`config.mk`:
```
export PLATFORM = sky130hd
export DESIGN_NAME = c3d_rst_seq_flat
export DESIGN_NICKNAME = d
export VERILOG_FILES = /design/src/rtl/c3d_rst_seq_if.sv /design/src/rtl/c3d_rst_seq.sv /design/src/flat_wrapper.sv
export SDC_FILE = /design/constraint.sdc
export NUM_CORES = 1
export LEC_CHECK = 0
export BUFFER_PORTS_ARGS = -buffer_cell sky130_fd_sc_hd__buf_4
export CAP_MARGIN = 15
export CORE_AREA = 2 2 75 95
export CTS_CLUSTER_DIAMETER = 100
export CTS_CLUSTER_SIZE = 20
export DETAILED_ROUTE_END_ITERATION = 10
export DIE_AREA = 0 0 77 97
export PLACE_DENSITY_LB_ADDON = 0.25
export SLEW_MARGIN = 20
export SYNTH_ARGS = -nofsm -noshare
export SYNTH_HDL_FRONTEND = slang
export SYNTH_SLANG_ARGS = --single-unit
export TNS_END_PERCENT = 5
```
`constraint.sdc`:
```
create_clock -name clk_i -period 4.1 [get_ports clk_i]
set_input_delay 0.82 -clock clk_i [delete_from_list [all_inputs] [get_ports clk_i]]
set_output_delay 0.82 -clock clk_i [all_outputs]
set_load 0.005 [all_outputs]
```
`src/rtl/c3d_rst_seq_if.sv`:
```
// PLL lock / domain-reset bundle between the reset sequencer and the clock generator side.
// Optional SW_RST_REQ input exists only when C3D_RST_SWREQ_EN is defined.
interface c3d_rst_seq_if;
    logic       pll0_lock;
    logic       pll1_lock;
`ifdef C3D_RST_SWREQ_EN
    logic       sw_rst_req;
`endif
    logic       pll_rst;
    logic       sys_rst_n;
    logic       mem_rst_n;
    logic       ready;
    logic [7:0] retry_cnt;
    logic [7:0] loss_cnt;

    // Sequencer side: consumes locks, drives resets and status
    modport master (
        input  pll0_lock,
        input  pll1_lock,
`ifdef C3D_RST_SWREQ_EN
        input  sw_rst_req,
`endif
        output pll_rst,
        output sys_rst_n,
        output mem_rst_n,
        output ready,
        output retry_cnt,
        output loss_cnt
    );

    // PLL / consumer side
    modport slave (
        output pll0_lock,
        output pll1_lock,
`ifdef C3D_RST_SWREQ_EN
        output sw_rst_req,
`endif
        input  pll_rst,
        input  sys_rst_n,
        input  mem_rst_n,
        input  ready,
        input  retry_cnt,
        input  loss_cnt
    );
endinterface

```
`src/rtl/c3d_rst_seq.sv`:
```
// PLL reset / lock-wait / ordered domain-release sequencer on the free-running reference clock.
// Optional feature macro: C3D_RST_SWREQ_EN (adds software restart request).
module c3d_rst_seq #(
    parameter int unsigned PLL_RST_CYC  = 16,
    parameter int unsigned LOCK_TIMEOUT = 65535,
    parameter int unsigned STABLE_CYC   = 1024,
    parameter int unsigned REL_GAP      = 64,
    parameter int unsigned CNT_W        = 17
) (
    input  logic           clk_i,
    input  logic           rst_ni,
    c3d_rst_seq_if.master  bus
);

    localparam int unsigned STAT_W = 8;

    typedef enum logic [2:0] {
        S_PLLRST = 3'd0,
        S_WAIT   = 3'd1,
        S_STABLE = 3'd2,
        S_REL    = 3'd3,
        S_RUN    = 3'd4
    } state_e;

    localparam logic [CNT_W-1:0] RST_LAST    = CNT_W'(PLL_RST_CYC - 1);
    localparam logic [CNT_W-1:0] TMO_LAST    = CNT_W'(LOCK_TIMEOUT - 1);
    localparam logic [CNT_W-1:0] STABLE_LAST = CNT_W'(STABLE_CYC - 1);
    localparam logic [CNT_W-1:0] GAP_LAST    = CNT_W'(REL_GAP - 1);
    localparam logic [STAT_W-1:0] STAT_MAX   = '1;

    logic [1:0]        sync0_q, sync1_q;
    logic              lk;
    state_e            state_q, state_d;
    logic [CNT_W-1:0]  cnt_q, cnt_d;
    logic              cnt_clr;
    logic [STAT_W-1:0] retry_q, retry_d;
    logic [STAT_W-1:0] loss_q, loss_d;
    logic              pll_rst_q, pll_rst_d;
    logic              sys_rst_n_q, sys_rst_n_d;
    logic              mem_rst_n_q, mem_rst_n_d;
    logic              ready_q, ready_d;

    // Two-flop synchronizers for the asynchronous lock inputs
    always_ff @(posedge clk_i) begin
        if (!rst_ni) begin
            sync0_q <= '0;
            sync1_q <= '0;
        end else begin
            sync0_q <= {sync0_q[0], bus.pll0_lock};
            sync1_q <= {sync1_q[0], bus.pll1_lock};
        end
    end

    assign lk = sync0_q[1] & sync1_q[1];

    always_ff @(posedge clk_i) begin
        if (!rst_ni) begin
            state_q     <= S_PLLRST;
            cnt_q       <= '0;
            retry_q     <= '0;
            loss_q      <= '0;
            pll_rst_q   <= 1'b1;
            sys_rst_n_q <= 1'b0;
            mem_rst_n_q <= 1'b0;
            ready_q     <= 1'b0;
        end else begin
            state_q     <= state_d;
            cnt_q       <= cnt_d;
            retry_q     <= retry_d;
            loss_q      <= loss_d;
            pll_rst_q   <= pll_rst_d;
            sys_rst_n_q <= sys_rst_n_d;
            mem_rst_n_q <= mem_rst_n_d;
            ready_q     <= ready_d;
        end
    end

    // Lock drop is tested before any terminal count so it always wins
    always_comb begin
        state_d = state_q;
        retry_d = retry_q;
        loss_d  = loss_q;

        unique case (state_q)
            S_PLLRST: begin
                if (cnt_q == RST_LAST) state_d = S_WAIT;
            end
            S_WAIT: begin
                if (lk) begin
                    state_d = S_STABLE;
                end else if (cnt_q == TMO_LAST) begin
                    state_d = S_PLLRST;
                    retry_d = (retry_q == STAT_MAX) ? retry_q : retry_q + STAT_W'(1);
                end
            end
            S_STABLE: begin
                if (!lk) begin
                    state_d = S_WAIT;
                end else if (cnt_q == STABLE_LAST) begin
                    state_d = S_REL;
                end
            end
            S_REL: begin
                if (!lk) begin
                    state_d = S_PLLRST;
                    loss_d  = (loss_q == STAT_MAX) ? loss_q : loss_q + STAT_W'(1);
                end else if (cnt_q == GAP_LAST) begin
                    state_d = S_RUN;
                end
            end
            S_RUN: begin
                if (!lk) begin
                    state_d = S_PLLRST;
                    loss_d  = (loss_q == STAT_MAX) ? loss_q : loss_q + STAT_W'(1);
                end
            end
            default: state_d = S_PLLRST;
        endcase

        cnt_clr = (state_d != state_q) || (state_q == S_RUN);

`ifdef C3D_RST_SWREQ_EN
        // Software restart overrides the sequence but leaves the statistics alone
        if (bus.sw_rst_req) begin
            state_d = S_PLLRST;
            retry_d = retry_q;
            loss_d  = loss_q;
            cnt_clr = 1'b1;
        end
`endif

        cnt_d = cnt_clr ? '0 : cnt_q + CNT_W'(1);

        pll_rst_d   = (state_d == S_PLLRST);
        sys_rst_n_d = (state_d == S_REL) || (state_d == S_RUN);
        mem_rst_n_d = (state_d == S_RUN);
        ready_d     = (state_d == S_RUN);
    end

    assign bus.pll_rst   = pll_rst_q;
    assign bus.sys_rst_n = sys_rst_n_q;
    assign bus.mem_rst_n = mem_rst_n_q;
    assign bus.ready     = ready_q;
    assign bus.retry_cnt = retry_q;
    assign bus.loss_cnt  = loss_q;

endmodule
```
`src/flat_wrapper.sv`:
```
// flat-port wrapper written by rule: the top's interface ports become plain ports
module c3d_rst_seq_flat 
#(
    parameter int unsigned PLL_RST_CYC  = 16,
    parameter int unsigned LOCK_TIMEOUT = 65535,
    parameter int unsigned STABLE_CYC   = 1024,
    parameter int unsigned REL_GAP      = 64,
    parameter int unsigned CNT_W        = 17
)
  (clk_i, rst_ni, bus_pll0_lock, bus_pll1_lock, bus_pll_rst, bus_sys_rst_n, bus_mem_rst_n, bus_ready, bus_retry_cnt, bus_loss_cnt);
  c3d_rst_seq_if bus_i ();
  input  logic clk_i;
  input  logic rst_ni;
  input wire logic [$bits(bus_i.pll0_lock)-1:0] bus_pll0_lock;
  input wire logic [$bits(bus_i.pll1_lock)-1:0] bus_pll1_lock;
  output wire logic [$bits(bus_i.pll_rst)-1:0] bus_pll_rst;
  output wire logic [$bits(bus_i.sys_rst_n)-1:0] bus_sys_rst_n;
  output wire logic [$bits(bus_i.mem_rst_n)-1:0] bus_mem_rst_n;
  output wire logic [$bits(bus_i.ready)-1:0] bus_ready;
  output wire logic [$bits(bus_i.retry_cnt)-1:0] bus_retry_cnt;
  output wire logic [$bits(bus_i.loss_cnt)-1:0] bus_loss_cnt;
  assign bus_i.pll0_lock = bus_pll0_lock;
  assign bus_i.pll1_lock = bus_pll1_lock;
  assign bus_pll_rst = bus_i.pll_rst;
  assign bus_sys_rst_n = bus_i.sys_rst_n;
  assign bus_mem_rst_n = bus_i.mem_rst_n;
  assign bus_ready = bus_i.ready;
  assign bus_retry_cnt = bus_i.retry_cnt;
  assign bus_loss_cnt = bus_i.loss_cnt;
  c3d_rst_seq #(.PLL_RST_CYC(PLL_RST_CYC), .LOCK_TIMEOUT(LOCK_TIMEOUT), .STABLE_CYC(STABLE_CYC), .REL_GAP(REL_GAP), .CNT_W(CNT_W)) u_core (.clk_i(clk_i), .rst_ni(rst_ni), .bus(bus_i));
endmodule
```
=== After elaboration in Yosys (flattened, before gate mapping) ===
Cells that the tools add are included.

* Memory bits (read-only): 0
* Register bits after elaboration: 43
* Bits in latches: 0
* Memories: 0
* RAM bits: 0
* Word-level logic and storage cells: 47
* Bits of input ports: 4
* Output and inout bits: 20

* Shifts and indexed selects: 0
* Div/mod/pow operators: 0
* Mux-type cells: 9
* Add/subtract/negate cells: 3
* Multiply operators: 0
* Reduce and logical (&&, ||, !) cells: 8
* Bitwise gates (word level): 5
* Magnitude comparators: 0
* Eq/ne operators: 13

{| class="wikitable"
|+ Operator list
! kind !! count
|-
| 3-bit two-way mux || 8
|-
| 17-bit by 1-bit adder with 17-bit output (second input constant) || 1
|-
| 17-bit by 10-bit == test with 1-bit output (second input constant) || 1
|-
| 17-bit by 16-bit == test with 1-bit output (second input constant) || 1
|-
| 17-bit by 4-bit == test with 1-bit output (second input constant) || 1
|-
| 17-bit by 6-bit == test with 1-bit output (second input constant) || 1
|-
| 8-bit by 1-bit adder with 8-bit output (second input constant) || 2
|-
| 8-bit == test (second input constant) || 2
|-
| 3-bit case mux with 5 select lines || 1
|-
| 3-bit by 2-bit == test with 1-bit output (second input constant) || 3
|-
| 3-bit == test (second input constant) || 2
|-
| 3-bit zero test || 2
|-
| 1-bit inverter || 4
|-
| 4-bit AND reduction || 1
|-
| 2-bit OR reduction || 2
|-
| 3-bit by 1-bit == test with 1-bit output (second input constant) || 1
|-
| 3-bit inequality test || 1
|-
| 3-bit AND reduction || 1
|-
| 1-bit logical OR || 2
|-
| 1-bit AND || 1
|}

=== Logic depth before layout (Yosys ltp) ===
* Depth after elaboration: 7
* Gate-level depth with buffers: 9
* Gate-level depth less buffers: 8

=== Worst setup path before layout ===
Ideal clock, no wire load.

* Path type: register to register
* Start: reg u_core.cnt_q[0]
* End: reg u_core.sys_rst_n_q (netlist: u_core.bus.sys_rst_n)
* Buffers on the path: 0
* Library setup time: 114 ps
* Data arrival time: 2,054 ps
* Clock period less this slack: 2,168 ps
* Slack: 1,932 ps
* Data required time: 3,986 ps
* Cell stages (with the launch flop): 8
* Path through: dfxtp_1 -> ha_1 -> and3_2 -> nand3_2 -> or2_1 -> a32o_1 -> or4_1 -> a21o_1

* Word-level cells in the longest chain between the ends: 6
* Elaborated cells on any way between the ends: 15
* Those cells by class: eq/ne: 6; mux: 8; reduce/logical: 1

{| class="wikitable"
|+ Ends and longest elaborated chain
! element !! line !! source
|-
| start, declared || c3d_rst_seq.sv:34 || <nowiki>logic [CNT_W-1:0] cnt_q, cnt_d;</nowiki>
|-
| start signal, assigned || c3d_rst_seq.sv:68 || <nowiki>cnt_q <= cnt_d;</nowiki>
|-
| 17-bit by 6-bit == test with 1-bit output, or another cell as far along || c3d_rst_seq.sv:107 || <nowiki>end else if (cnt_q == GAP_LAST) begin</nowiki>
|-
| 3-bit two-way mux, on equally long branches || c3d_rst_seq.sv:107, c3d_rst_seq.sv:91, c3d_rst_seq.sv:99 ||
|-
| 3-bit two-way mux, on equally long branches || c3d_rst_seq.sv:104, c3d_rst_seq.sv:89, c3d_rst_seq.sv:97 ||
|-
| 3-bit case mux with 5 select lines * || c3d_rst_seq.sv:84 || <nowiki>unique case (state_q)</nowiki>
|-
| 3-bit by 2-bit == test with 1-bit output or 3-bit == test (tied branches) || c3d_rst_seq.sv:135 || <nowiki>sys_rst_n_d = (state_d == S_REL) || (state_d == S_RUN);</nowiki>
|-
| 1-bit logical OR * || c3d_rst_seq.sv:135 ||
|-
| end signal, assigned || c3d_rst_seq.sv:72 || <nowiki>sys_rst_n_q <= sys_rst_n_d;</nowiki>
|-
| end, declared || c3d_rst_seq.sv:39 || <nowiki>logic sys_rst_n_q, sys_rst_n_d;</nowiki>
|}

Mark *: on every way between the ends. The rest lies on a longest branch, timed or not.
A chain may end at the register's enable or synchronous reset.

=== Worst setup path in the final report ===
* Start: reg u_core.cnt_q[0]
* End: reg u_core.cnt_q[14]

* Word-level cells in the longest chain between the ends: 7
* Elaborated cells on any way between the ends: 16
* Those cells by class: add/sub: 1; eq/ne: 5; mux: 8; reduce/logical: 2

{| class="wikitable"
|+ Ends and longest elaborated chain
! element !! line !! source
|-
| 17-bit by 6-bit == test with 1-bit output, or another cell as far along || c3d_rst_seq.sv:107 ||
|-
| 3-bit two-way mux, on equally long branches || c3d_rst_seq.sv:107, c3d_rst_seq.sv:91, c3d_rst_seq.sv:99 ||
|-
| 3-bit two-way mux, on equally long branches || c3d_rst_seq.sv:104, c3d_rst_seq.sv:89, c3d_rst_seq.sv:97 ||
|-
| 3-bit case mux with 5 select lines || c3d_rst_seq.sv:84 ||
|-
| 3-bit inequality test || c3d_rst_seq.sv:120 || <nowiki>cnt_clr = (state_d != state_q) || (state_q == S_RUN);</nowiki>
|-
| 1-bit logical OR || c3d_rst_seq.sv:120 ||
|-
| 2-bit OR reduction (no source line) || -- ||
|}

Several ways; a longest one is shown, not always the timed one.

==> flow_summary.yaml <==
route:
  vias: 1513
  drt-vias-per-instance: 4.684
  drt-initial-drc-count: 74
  ant_nets: 0
  drt_first_pass_iters: 4
  wl_mm: 3.841
  drcViolationCount: 0
  wl_per_cell_um: 11.89
finish:
  area_growth_pct: 17.44
  drive_above_1_share: 0.1525
  nets: 243
  finalNonFillerCells: 323
  diodes: 0
  fillers: 736
worst_setup_path:
  crit_start: "u_core.cnt_q[0]$_SDFF_PP0_"
  required_ns: 4.25
  arrival_ns: 2.53
  endpoint: "u_core.cnt_q[14]$_SDFF_PP0_"
  path_cells: "ha_1 -> and3_2 -> nand3_2 -> nor4_1 -> nor4_1 -> o21ai_2 -> nor2_1"
  path_buf_inv: 0
  cp_slowest_cell: "o21ai_2"
  crit_type: "reg -> reg"
  reg2reg_from: "u_core.cnt_q[0]$_SDFF_PP0_"
  critPathMaxStageDelay_ns: 0.59
  reg2reg_depth: 7
  path_delay_family: "simple AND/OR/NAND/NOR gates"
  rrSetupSlack_ns: 1.73
  crit_top_cell: "nor4_1"
  worstReg2RegEnd: "u_core.cnt_q[14]$_SDFF_PP0_"
  cp.depth: 7
  end_kind: "register"
  worstSetupStartpointType: "register"
  cp_max_fo: 17
timing:
  max_freq_mhz: 421.1
  finalCritPeriodShare: 0.5792
  finalSetupViolations: 0
  tns_ns: 0
  rsz0062_at_grt: "false"
  min_period_ns: 2.375
  finClkSkew_ns: 0.006429
  slew_headroom: 0.5208
  tightest_slew_ns: 0.7187
  hold_viol_final: 0
  drv_slew: 0
die:
  start_util: 0.2948
  die-area_um2: 7469
  ioPinCount: 24
  row_count: 33
  die_w_um: 77
  dieHeight_um: 97
  coreArea_um2: 6524
global_route:
  grt_antenna_before_repair: 0
  grt_pass1_vias: 1539
  grt_max_degree: 25
  grt_usage: 0.1091
  grt_overflow: 0
  grt_pass1_wl_mm: 6.789
cts:
  cts_setup_buffers: 0
  insertion_delay_ns: 0.29
  htreeDepth: 2
  cts_tree: "built"
  cts_buffers: 5
  ctsResizeCount: 0
  clock-sinks: 43
  path_clk_slew_ns: 0.08
  cts_root_buffer: "clkbuf_8"
  hold_buffers: 0
  clockBufferDepth: 2
logic_synthesis:
  yosys-top-cells-count: "dfxtp_1 (43), nor2_1 (28), and2_1 (15), xnor2_1 (15), nand2_1 (14)"
  yosys_warnings: 0
  synth_area_um2: 1923
  synth.top_cell.area_share: 0.4476
  synth_top_area_cell: "dfxtp_1"
  postSynthCellCount: 212
  ys_seq_elements: 43
  yosysMostFrequentCell: "dfxtp_1"
  synth.area.top_cells: "dfxtp_1 (45%), xnor2_1 (6.8%), nor2_1 (5.5%), and2_1 (4.9%), xor2_1 (4.6%)"
  seq_area_frac_synth: 0.4476
  syn_nets: 220
  yosysUniqueCellTypes: 39
  synth-async-reset-ratio: 0
  ys.flop_type: "dfxtp_1"
  synth-edff-count: 0
  avgSynthCellArea_um2: 9.071
run:
  drv_cap: 0
pwr:
  power_leakage_uw: 0.0008966
  power.density_nw_per_um2: 311.8
  ir_drop_v: 0.0001459
placement:
  gp_congestion: 0.8182
  hpwlAfterDp_mm: 2.798
  port_buffers: 23
  placed_cells: 315
hold_path:
  hold_class: "reg -> reg"
run_status:
  status: "finished clean"
-- how the worst min path moves through the flow --
stage | startpoint | slack [ns] | cells past startpoint | to
2_1_floorplan | u_core.sync0_q[0]$_SDFF_PN0_ | 0.41 | 1 | u_core.sync0_q[1]$_SDFF_PN0_
3_3_place_gp | u_core.sync0_q[0]$_SDFF_PN0_ | 0.41 | 1 | u_core.sync0_q[1]$_SDFF_PN0_
3_5_place_dp | u_core.sync1_q[0]$_SDFF_PN0_ | 0.42 | 1 | u_core.sync1_q[1]$_SDFF_PN0_
4_1_cts | u_core.sync1_q[0]$_SDFF_PN0_ | 0.44 | 1 | u_core.sync1_q[1]$_SDFF_PN0_
5_1_grt | u_core.sync0_q[0]$_SDFF_PN0_ | 0.45 | 1 | u_core.sync0_q[1]$_SDFF_PN0_
6_report | u_core.sync0_q[0]$_SDFF_PN0_ | 0.44 | 1 | u_core.sync0_q[1]$_SDFF_PN0_
-- layer usage --
metal  up-vias  wire length [um]  global-route usage
li1        778                 -                   -
met5         -                 0                   0
met1       712              1731              0.1283
met3         4               104             0.02239
met4         0                48             0.03709
met2        19              1956              0.1950
-- sequential cells by signal, indices dropped and copies added, names as in the netlist --
| name | count |
|---|---|
| u_core.bus.pll_rst | 1 |
| u_core.bus.mem_rst_n | 1 |
| u_core.state_q | 3 |
| u_core.sync0_q | 2 |
| u_core.bus.loss_cnt | 8 |
| u_core.sync1_q | 2 |
| u_core.bus.sys_rst_n | 1 |
| u_core.cnt_q | 17 |
| u_core.bus.retry_cnt | 8 |
-- cell usage in the layout, fill, tap and decap left out, types with 2 or more instances in the layout --
cell	count
and3_1	3
xor2_1	10
a21o_1	2
ha_1	4
buf_4	23
a21boi_0	4
inv_1	3
nor3_1	6
nand3_1	12
o21ai_0	5
mux2i_1	2
o211a_1	2
nor2b_1	2
and2_1	15
dfxtp_1	43
or3_1	5
nor4_1	6
clkbuf_8	5
nand2_1	14
nor2_1	28
nand4_1	8
xnor2_1	15
-- cell families after synthesis --
logic type,Yosys count,synth area share
AND/OR/NAND/NOR,110,0.3084
buffers and inverters,10,0.02212
flip-flops,43,0.4476
adder cells (fa/ha/maj),4,0.02603
multiplexers,2,0.01041
AO/OA/AOI/OAI,18,0.07157
XOR/XNOR,25,0.1139
-- stage by stage --
stage               total power, uW  instance area (um^2)  setup slack (ns)  hold slack [ns]  utilization
global placement              450.8                  2173             1.777           0.4134       0.3331
CTS                           716.5                  2258             1.711           0.4421       0.3462
detailed placement            451.4                  2173             1.724           0.4209       0.3331
finish                        704.1                  2258             1.725           0.4402       0.3462
floorplan                     445.0                  1923             1.932           0.4119            -
global route                  737.3                  2258             1.415           0.4539       0.3462
-- power breakdown --
part,leakage [uW],switching [uW],internal [uW]
Sequential,0.000348,3.00,422
Clock,0.0000412,144,119
Combinational,0.000508,9.10,7.00
-- final cells by class --
cell class	count	area, um^2	share of cell area
Tap cell	87	108.9	0.04820
Sequential cell	43	860.8	0.3812
Inverter	3	11.26	0.004986
Clock inverter	2	12.51	0.005540
Multi-Input combinational cell	159	1020	0.4515
Clock buffer	6	72.57	0.03213
Timing Repair Buffer	23	172.7	0.07645
Note: power is estimated with default switching activity, not from simulation.
